File: src/rtl/groestl_arbiter.sv
// Two-port round-robin arbiter sharing one Groestl core interface between two hosts.
// A requester holds the core until it drops req; an idle timeout reclaims a stalled owner.
module groestl_arbiter #(
  parameter int unsigned TIMEOUT = 255
) (
  input  logic        clk,
  input  logic        rst_n,
  input  logic        req0,
  input  logic        req1,
  input  logic        load0,
  input  logic        load1,
  input  logic        fetch0,
  input  logic        fetch1,
  output logic        gnt0,
  output logic        gnt1,
  output logic        ack0,
  output logic        ack1,
  output logic [15:0] odata0,
  output logic [15:0] odata1,
  output logic        timeout,
  output logic        core_load,
  output logic        core_fetch,
  input  logic        core_busy,
  input  logic        core_ack,
  input  logic [15:0] core_odata
);

  localparam int unsigned CNT_W  = 8;
  localparam int unsigned DATA_W = 16;

  localparam logic [CNT_W-1:0] CNT_MAX = '1;
  // Compared only when the timeout is enabled, so the wrap at TIMEOUT=0 is harmless.
  localparam logic [CNT_W-1:0] TO_LAST = CNT_W'(TIMEOUT - 1);
  localparam bit               TO_EN   = (TIMEOUT != 0);

  localparam logic [1:0] ST_IDLE  = 2'd0;
  localparam logic [1:0] ST_OWN   = 2'd1;
  localparam logic [1:0] ST_DRAIN = 2'd2;

  logic [1:0]       state_q, state_d;
  logic             owner_q, owner_d;
  logic             last_q, last_d;
  logic [CNT_W-1:0] idle_cnt_q, idle_cnt_d;
  logic             gnt0_q, gnt0_d;
  logic             gnt1_q, gnt1_d;
  logic             timeout_q, timeout_d;

  logic             cyc_idle_c;
  logic             req_own_c;
  logic             to_hit_c;
  logic             winner_c;

  // State registers
  always_ff @(posedge clk or negedge rst_n) begin
    if (!rst_n) begin
      state_q    <= ST_IDLE;
      owner_q    <= 1'b0;
      last_q     <= 1'b1;
      idle_cnt_q <= '0;
      gnt0_q     <= 1'b0;
      gnt1_q     <= 1'b0;
      timeout_q  <= 1'b0;
    end else begin
      state_q    <= state_d;
      owner_q    <= owner_d;
      last_q     <= last_d;
      idle_cnt_q <= idle_cnt_d;
      gnt0_q     <= gnt0_d;
      gnt1_q     <= gnt1_d;
      timeout_q  <= timeout_d;
    end
  end

  assign gnt0    = gnt0_q;
  assign gnt1    = gnt1_q;
  assign timeout = timeout_q;

  // Core strobe muxing and ack/odata return routing (zero added latency)
  always_comb begin
    core_load  = 1'b0;
    core_fetch = 1'b0;
    ack0       = 1'b0;
    ack1       = 1'b0;
    odata0     = DATA_W'(0);
    odata1     = DATA_W'(0);
    if (state_q == ST_OWN) begin
      core_load  = owner_q ? load1  : load0;
      core_fetch = owner_q ? fetch1 : fetch0;
    end
    if ((state_q == ST_OWN) || (state_q == ST_DRAIN)) begin
      if (owner_q) begin
        ack1   = core_ack;
        odata1 = core_odata;
      end else begin
        ack0   = core_ack;
        odata0 = core_odata;
      end
    end
  end

  assign cyc_idle_c = ~(core_load | core_fetch | core_busy | core_ack);
  assign req_own_c  = owner_q ? req1 : req0;
  assign to_hit_c   = TO_EN && cyc_idle_c && (idle_cnt_q == TO_LAST);
  // On a tie the requester that did not hold the core last wins.
  assign winner_c   = (req0 && req1) ? ~last_q : req1;

  // Next-state logic
  always_comb begin
    state_d    = state_q;
    owner_d    = owner_q;
    last_d     = last_q;
    idle_cnt_d = idle_cnt_q;
    gnt0_d     = gnt0_q;
    gnt1_d     = gnt1_q;
    timeout_d  = 1'b0;

    case (state_q)
      ST_IDLE: begin
        if (req0 || req1) begin
          state_d    = ST_OWN;
          owner_d    = winner_c;
          gnt0_d     = ~winner_c;
          gnt1_d     = winner_c;
          idle_cnt_d = '0;
        end
      end

      ST_OWN: begin
        if (cyc_idle_c) begin
          idle_cnt_d = (idle_cnt_q == CNT_MAX) ? idle_cnt_q : idle_cnt_q + CNT_W'(1);
        end else begin
          idle_cnt_d = '0;
        end
        // A voluntary release takes precedence over a coincident timeout.
        if (!req_own_c) begin
          state_d = ST_DRAIN;
          gnt0_d  = 1'b0;
          gnt1_d  = 1'b0;
          last_d  = owner_q;
        end else if (to_hit_c) begin
          state_d   = ST_DRAIN;
          gnt0_d    = 1'b0;
          gnt1_d    = 1'b0;
          last_d    = owner_q;
          timeout_d = 1'b1;
        end
      end

      ST_DRAIN: begin
        if (!core_busy && !core_ack) begin
          state_d = ST_IDLE;
        end
      end

      default: begin
        state_d = ST_IDLE;
        gnt0_d  = 1'b0;
        gnt1_d  = 1'b0;
      end
    endcase
  end

endmodule

File: config.mk
export PLATFORM = sky130hd
export DESIGN_NAME = groestl_arbiter
export DESIGN_NICKNAME = d
export VERILOG_FILES = /design/src/rtl/groestl_arbiter.sv
export SDC_FILE = /design/constraint.sdc
export NUM_CORES = 1
export LEC_CHECK = 0
export CORE_ASPECT_RATIO = 1.2
export CORE_UTILIZATION = 42
export DETAILED_ROUTE_END_ITERATION = 16
export GPL_TIMING_DRIVEN = 1
export PLACE_DENSITY = 0.89
export SYNTH_ARGS = -nofsm -noshare
export SYNTH_HDL_FRONTEND = slang
export SYNTH_SLANG_ARGS = --single-unit
export TNS_END_PERCENT = 20
File: constraint.sdc
create_clock -name clk -period 3 [get_ports clk]
set_input_delay 0.9 -clock clk [delete_from_list [all_inputs] [get_ports clk]]
set_output_delay 0.9 -clock clk [all_outputs]
set_load 0.005 [all_outputs]
==> impl_metrics.py, run 1 <==
metrics = {
    "placed_design": {
        "port-buffer-count": 64,
        "gp_routability_congestion": 0.811,
        "place.detailed.instances": 241,
        "place.detailed.hpwl_mm": 2.78,
        "placement.cell_area_sq_um": 1910,
    },
    "detailed_routing": {
        "routed_wl_mm": 3.48,
        "drt_iter0_markers": 24,
        "maxUsedRoutingLayer": "met4",
        "drt_first_pass_iters": 4,
        "detailroute.via_count": 1350,
        "route.detailed.vias_per_inst": 5.49,
        "met2_length_mm": 1.83,
        "routedLengthMet1_mm": 1.28,
        "routed_len_inst_um": 14.1,
        "antenna_violating_nets_post_route": 0,
        "drc_errors": 0,
        "met3_wirelength_um": 298,
    },
    "power_and_ir_drop": {
        "power_switching_share_pct": 38.2,
        "p_comb_share_pct": 72.9,
        "seq_power_share_pct": 19.2,
        "power_frac_clock_pct": 7.9,
        "internal_dissipation_w": 0.000922,
        "power_per_cell_area_nw_per_um2": 757,
        "total_leakage_power_nw": 0.919,
        "net_switching_power_of_the_design_w": 0.000571,
        "power.ir.vdd_worst_v": 0.000432,
    },
    "sta": {
        "fin_crit_ns": 2.94,
        "grt_setup_unrepaired": "yes",
        "finalClockSkew_ns": 0.00343,
        "slew_violations": 0,
        "max-slew-margin-rel_pct": 55.0,
        "timing.final.setup_violations": 0,
        "worst_hold_slack_ns": 0.516,
        "post-route-period-util_pct": 98.1,
        "finalHoldViolations": 0,
        "upper_clock_frequency_limit_mhz": 340,
        "max_slew.worst_pin.slew_ns": 0.672,
    },
    "clocking": {
        "root_buffer": "clkbuf_4",
        "cts_made_buffers": 3,
        "worst_setup_hold_path_clk_slew_ns": 0.09,
        "holdBufCountCts": 0,
        "cts_tree": "built",
        "worst_skew_pair.late_latency_ns": 0.29,
        "h_tree_depth": 1,
        "number_of_buffers_on_the_longest_clock_path": 2,
        "cts.sinks": 15,
    },
    "die": {
        "io-pin-count": 65,
        "core_area_sq_um": 2760,
        "die_width_um": 51.1,
        "initial_core_utilization_pct": 44.0,
        "die_h_um": 60.9,
        "placement_rows": 21,
        "floorplan.die_area_sq_um": 3110,
    },
    "run": {
        "timing.max_cap.violations": 0,
    },
    "outcome": {
        "run_status": "finished, final reports clean",
    },
    "synthesis": {
        "yosys.area.top_type_share_pct": 28.9,
        "synthArstFlopShare_pct": 100,
        "avgSynthCellArea_sq_um": 8.49,
        "seq_area_frac_synth_pct": 31.0,
        "synth-seq-cells": 15,
        "yosys.cell_count.top_type": "and3_1",
        "netlist_top_cells_count": "19 x and3_1, 18 x and2_1, 14 x dfrtp_1",
        "count_of_flip_flops_with_a_built_in_enable_after_synthesis": 0,
        "synth_cell_type_count": 40,
        "yosys_warnings": 0,
        "synthCells": 143,
        "synth_area_leader_cell": "dfrtp_1",
        "netlist_top_cells_area": "dfrtp_1 29%, and3_1 9.8%, and2_1 9.3%, ha_1 6.2%, nor2_1 3.7%",
        "synthesis.area_sq_um": 1210,
        "mappedNetlistNets": 175,
        "synthFlopType": "dfrtp_1",
    },
    "critical_path": {
        "crit_path_category": "in2out",
        "timing.critical_path.fanout_max": 2,
        "startpoint": "core_odata[5]",
        "worstSetupStartpointType": "input pin",
        "reg2reg_depth": 7,
        "worst_ep_required_ns": 2.10,
        "reg2reg_from": "state_q[1]",
        "crit_path_end_kind": "output pin",
        "worst_ep_arrival_time_ns": 2.04,
    },
    "global_routing": {
        "grt_max_degree": 18,
        "antenna_found_initial": 0,
        "grt_first_pass_wirelength_mm": 5.35,
        "track_usage_pct": 22.6,
        "vias_in_the_first_global_route": 1248,
        "gr-total-overflow": 0,
    },
    "final_layout": {
        "layout.nets": 245,
        "area_growth_syn_to_layout_pct": 62.4,
        "antenna-diode-count": 0,
        "finalCoreUtilization_pct": 71.4,
        "post_route_insts_no_fill": 246,
        "drive_gt1_share_pct": 11.3,
        "n_fill_cell": 232,
        "fin_area_sq_um": 1970,
    },
    "hold_path": {
        "hold_path_startpoint": "last_q",
        "holdCritPathClass": "reg2reg",
        "worst_hold_path_depth": 2,
    },
}
==> cell type report <==
class                   instances  area, sq um  share of cell area (%)
multi-input cells             116          810                    41.1
repair buffers                 70          689                    35.0
well taps                      34         42.5                    2.16
clock buffers                   4         26.3                    1.33
inverters                       7         26.3                    1.33
flip-flops and latches         15          377                    19.1
==> cell usage in the layout, fill, tap and decap left out, types with 2 or more instances in the layout <==
cell type,netlist,routed
nand2b_1,2,2
nor3_1,2,2
nand2_1,11,11
a21oi_1,6,6
nor2_1,12,12
mux2_2,3,3
clkdlybuf4s50_1,0,61
o22a_1,4,4
and3_1,19,19
inv_1,7,7
dfrtp_1,14,14
dlymetal6s2s_1,0,2
clkbuf_4,0,3
ha_1,6,5
buf_4,0,6
nand4_1,2,2
o21ai_0,7,7
nand3_1,2,2
and2_1,18,17
mux2i_2,1,2
==> power by group through the flow <==
stage	logic [W]	registers [W]	clock network, W
after floorplan	0.000537	0.000269	0
after global placement	0.000991	0.000288	0
after detailed placement	0.00103	0.000290	0
after CTS	0.00105	0.000287	0.000120
after global routing	0.00119	0.000295	0.000129
final	0.00109	0.000287	0.000117
==> per-stage QoR <==
| step | worst slack [ns] | setup TNS (ns) | total power (W) |
|---|---|---|---|
| floorplan | 0.768 | 0 | 0.000805 |
| global route | -0.0103 | -0.0103 | 0.00161 |
| global placement | -0.100 | -0.100 | 0.00128 |
| CTS | 0.0225 | 0 | 0.00146 |
| finish | 0.0561 | 0 | 0.00149 |
| detailed placement | -0.125 | -0.125 | 0.00132 |
==> registers in the layout (all words and copies together), names as in the netlist <==
signal,flops
gnt1,1
timeout,1
owner_q,1
state_q,2
gnt0,1
idle_cnt_q,8
last_q,1
==> per-layer routing <==
metal / vias to the layer above / GRT usage, %
li1: 650 / -
met2: 64 / 45.9
met5: - / 0
met3: 8 / 5.76
met1: 628 / 22.2
met4: 0 / 6.75
==> worst max-delay path, stage by stage <==
cell	delay, ns
clkdlybuf4s50_1	0.46
and3_1	0.16
clkdlybuf4s50_1	0.52
==> logic make-up (layout without fill, tap and decap cells) <==
family | Yosys count | in the layout | synth area share [%]
AOI/OAI and AO/OA | 30 | 30 | 18.6
adders and majority gates | 6 | 6 | 6.19
buffers and inverters | 12 | 81 | 4.33
DFF | 15 | 15 | 31.0
muxes | 5 | 5 | 4.74
and+or+nand+nor | 75 | 75 | 35.2
==> repair_timing <==
action                                  in CTS  in global routing
gates resized for setup                      3                  5
pin swaps                                    0                  0
endpoints found under the setup margin       1                 20
setup buffers                                1                  0
==> worst paths after layout <==
kind                                 end  slack (ns)
min                               last_q        0.52
min reg2reg                       last_q        0.52
max reg2reg                         gnt0        0.89
max in group asynchronous        timeout        1.56
min in group asynchronous  idle_cnt_q[5]        1.02
max                            odata1[5]        0.06
No activity file was read; power rests on OpenSTA's default activity.
==> run 2, diff against run 1 <==
--- a/config.mk
+++ b/config.mk
@@ -6,10 +6,11 @@
 export NUM_CORES = 1
 export LEC_CHECK = 0
 export CORE_ASPECT_RATIO = 1.2
-export CORE_UTILIZATION = 42
+export CORE_UTILIZATION = 36
+export CTS_CLUSTER_SIZE = 10
 export DETAILED_ROUTE_END_ITERATION = 16
 export GPL_TIMING_DRIVEN = 1
-export PLACE_DENSITY = 0.89
+export PLACE_DENSITY = 0.79
 export SYNTH_ARGS = -nofsm -noshare
 export SYNTH_HDL_FRONTEND = slang
 export SYNTH_SLANG_ARGS = --single-unit
==> constraint.sdc (replaced) <==
create_clock -name clk -period 2.97 [get_ports clk]
set_input_delay 0.891 -clock clk [delete_from_list [all_inputs] [get_ports clk]]
set_output_delay 0.891 -clock clk [all_outputs]
set_load 0.005 [all_outputs]
==> impl_metrics.py, run 2 (synthesized netlist as in run 1, its figures left out) <==
metrics = {
    "final_layout": {
        "layout.nets": 245,
        "post_route_insts_no_fill": 248,
        "final_cell_mix": "60 x clkdlybuf4s50_1, 19 x and3_1, 18 x and2_1",
        "fin_area_sq_um": 1960,
        "number_of_flip_flops_in_the_largest_register": 8,
        "drive_gt1_share_pct": 10.4,
        "antenna-diode-count": 0,
        "largest-register": "idle_cnt_q",
        "area_growth_syn_to_layout_pct": 61.3,
        "reg.largest.list": "idle_cnt_q x8, state_q x2",
        "mostFrequentLayoutCell": "clkdlybuf4s50_1",
    },
    "sta": {
        "grt_setup_unrepaired": "no",
        "timing.final.setup_violations": 0,
        "finalClockSkew_ns": 0.00168,
        "max-slew-margin-rel_pct": 53.5,
        "finalHoldViolations": 0,
        "max_slew.worst_pin.slew_ns": 0.696,
        "fin_crit_ns": 2.92,
        "post-route-period-util_pct": 98.4,
        "upper_clock_frequency_limit_mhz": 342,
        "slew_violations": 0,
        "setup-tns-final_ns": 0,
    },
    "die": {
        "initial_core_utilization_pct": 38.7,
        "die_width_um": 55.0,
        "floorplan.die_area_sq_um": 3610,
        "core_area_sq_um": 3140,
        "placement_rows": 22,
        "io-pin-count": 65,
        "die_h_um": 65.6,
    },
    "detailed_routing": {
        "routed_wl_mm": 3.38,
        "drt_first_pass_iters": 5,
        "detailroute.via_count": 1348,
        "route.detailed.vias_per_inst": 5.44,
        "maxUsedRoutingLayer": "met4",
        "routedLengthMet1_mm": 1.26,
        "drt_iter0_markers": 24,
        "met2_length_mm": 1.74,
        "antenna_violating_nets_post_route": 0,
        "drc_errors": 0,
        "met3_wirelength_um": 346,
        "routed_len_inst_um": 13.6,
    },
    "placed_design": {
        "place.detailed.hpwl_mm": 2.76,
        "port-buffer-count": 64,
        "placement.cell_area_sq_um": 1920,
        "gp_routability_congestion": 0.757,
        "place.detailed.instances": 244,
    },
    "global_routing": {
        "antenna_found_initial": 0,
        "grt_first_pass_wirelength_mm": 5.11,
        "grt_max_degree": 18,
        "vias_in_the_first_global_route": 1269,
        "track_usage_pct": 19.2,
        "gr-total-overflow": 0,
    },
    "power_and_ir_drop": {
        "internal_dissipation_w": 0.000901,
        "power_switching_share_pct": 38.2,
        "net_switching_power_of_the_design_w": 0.000556,
        "seq_power_share_pct": 19.9,
        "p_comb_share_pct": 72.2,
        "power_frac_clock_pct": 7.9,
        "power_per_cell_area_nw_per_um2": 744,
        "power.ir.vdd_worst_v": 0.000459,
        "report.power.total_w": 0.00146,
        "total_leakage_power_nw": 0.939,
    },
    "outcome": {
        "run_status": "finished, final reports clean",
    },
    "critical_path": {
        "timing.critical_path.fanout_max": 2,
        "worstSetupStartpointType": "input pin",
        "crit_path_category": "in2out",
        "worst_ep_arrival_time_ns": 2.03,
        "worst_ep_required_ns": 2.08,
        "crit_path_end_kind": "output pin",
        "reg2reg_depth": 7,
    },
    "hold_path": {
        "worst_hold_path_depth": 2,
        "holdCritPathClass": "reg2reg",
    },
    "clocking": {
        "number_of_buffers_on_the_longest_clock_path": 2,
        "cts_made_buffers": 3,
        "h_tree_depth": 1,
        "worst_setup_hold_path_clk_slew_ns": 0.09,
        "root_buffer": "clkbuf_4",
        "cts_tree": "built",
        "post-cts-setup-buffers": 0,
        "cts.sinks": 15,
        "worst_skew_pair.late_latency_ns": 0.28,
    },
    "run": {
        "timing.max_cap.violations": 0,
    },
}
run 2: area by class of cell:
cell class              instances  area (sq um)
fillers                       284          1180
multi-input cells             116           791
repair buffers                 70           692
flip-flops and latches         15           377
well taps                      36          45.0
inverters                       7          26.3
clock buffers                   3          22.5
clock inverters                 1          5.00
run 2: critical path, cell delays in order:
cell	delay, ns
clkdlybuf4s50_1	0.47
mux2i_2	0.07
nor2_1	0.09
clkdlybuf4s50_1	0.51
run 2: power by group through the flow:
stage / Sequential, W / Clock, W / Combinational, W
2_1_floorplan: 0.000272 / 0 / 0.000542
3_3_place_gp: 0.000291 / 0 / 0.00102
3_5_place_dp: 0.000294 / 0 / 0.00104
4_1_cts: 0.000290 / 0.000120 / 0.00105
5_1_grt: 0.000297 / 0.000130 / 0.00115
6_report: 0.000290 / 0.000115 / 0.00105
run 2: final timing paths:
path	from	endpoint	slack, ns
max	fetch1	core_fetch	0.05
min	last_q	last_q	0.54
max reg2reg	state_q[1]	gnt0	0.93
min reg2reg	last_q	last_q	0.54
max in group asynchronous	rst_n	timeout	1.51
min in group asynchronous	rst_n	idle_cnt_q[7]	1.02
run 2: per-layer routing:
layer,up-vias,global-route usage (%)
met5,-,0
met4,0,9.06
met3,4,4.17
met2,63,36.6
met1,631,17.9
li1,650,-
run 2: per-stage QoR:
step	util, %	setup WS [ns]	hold slack, ns
2_1_floorplan	-	0.747	0.476
5_1_grt	62.4	0.00101	0.534
4_1_cts	62.1	0.0131	0.519
6_report	62.4	0.0480	0.536
3_3_place_gp	61.1	-0.105	0.490
3_5_place_dp	61.1	-0.110	0.510
run 2: repair_timing:
| item | in CTS | in global routing |
|---|---|---|
| gates resized for setup | 2 | 4 |
| cloned | 0 | 0 |
| hold buffers | 0 | 0 |
| endpoints found under the setup margin | 1 | 18 |
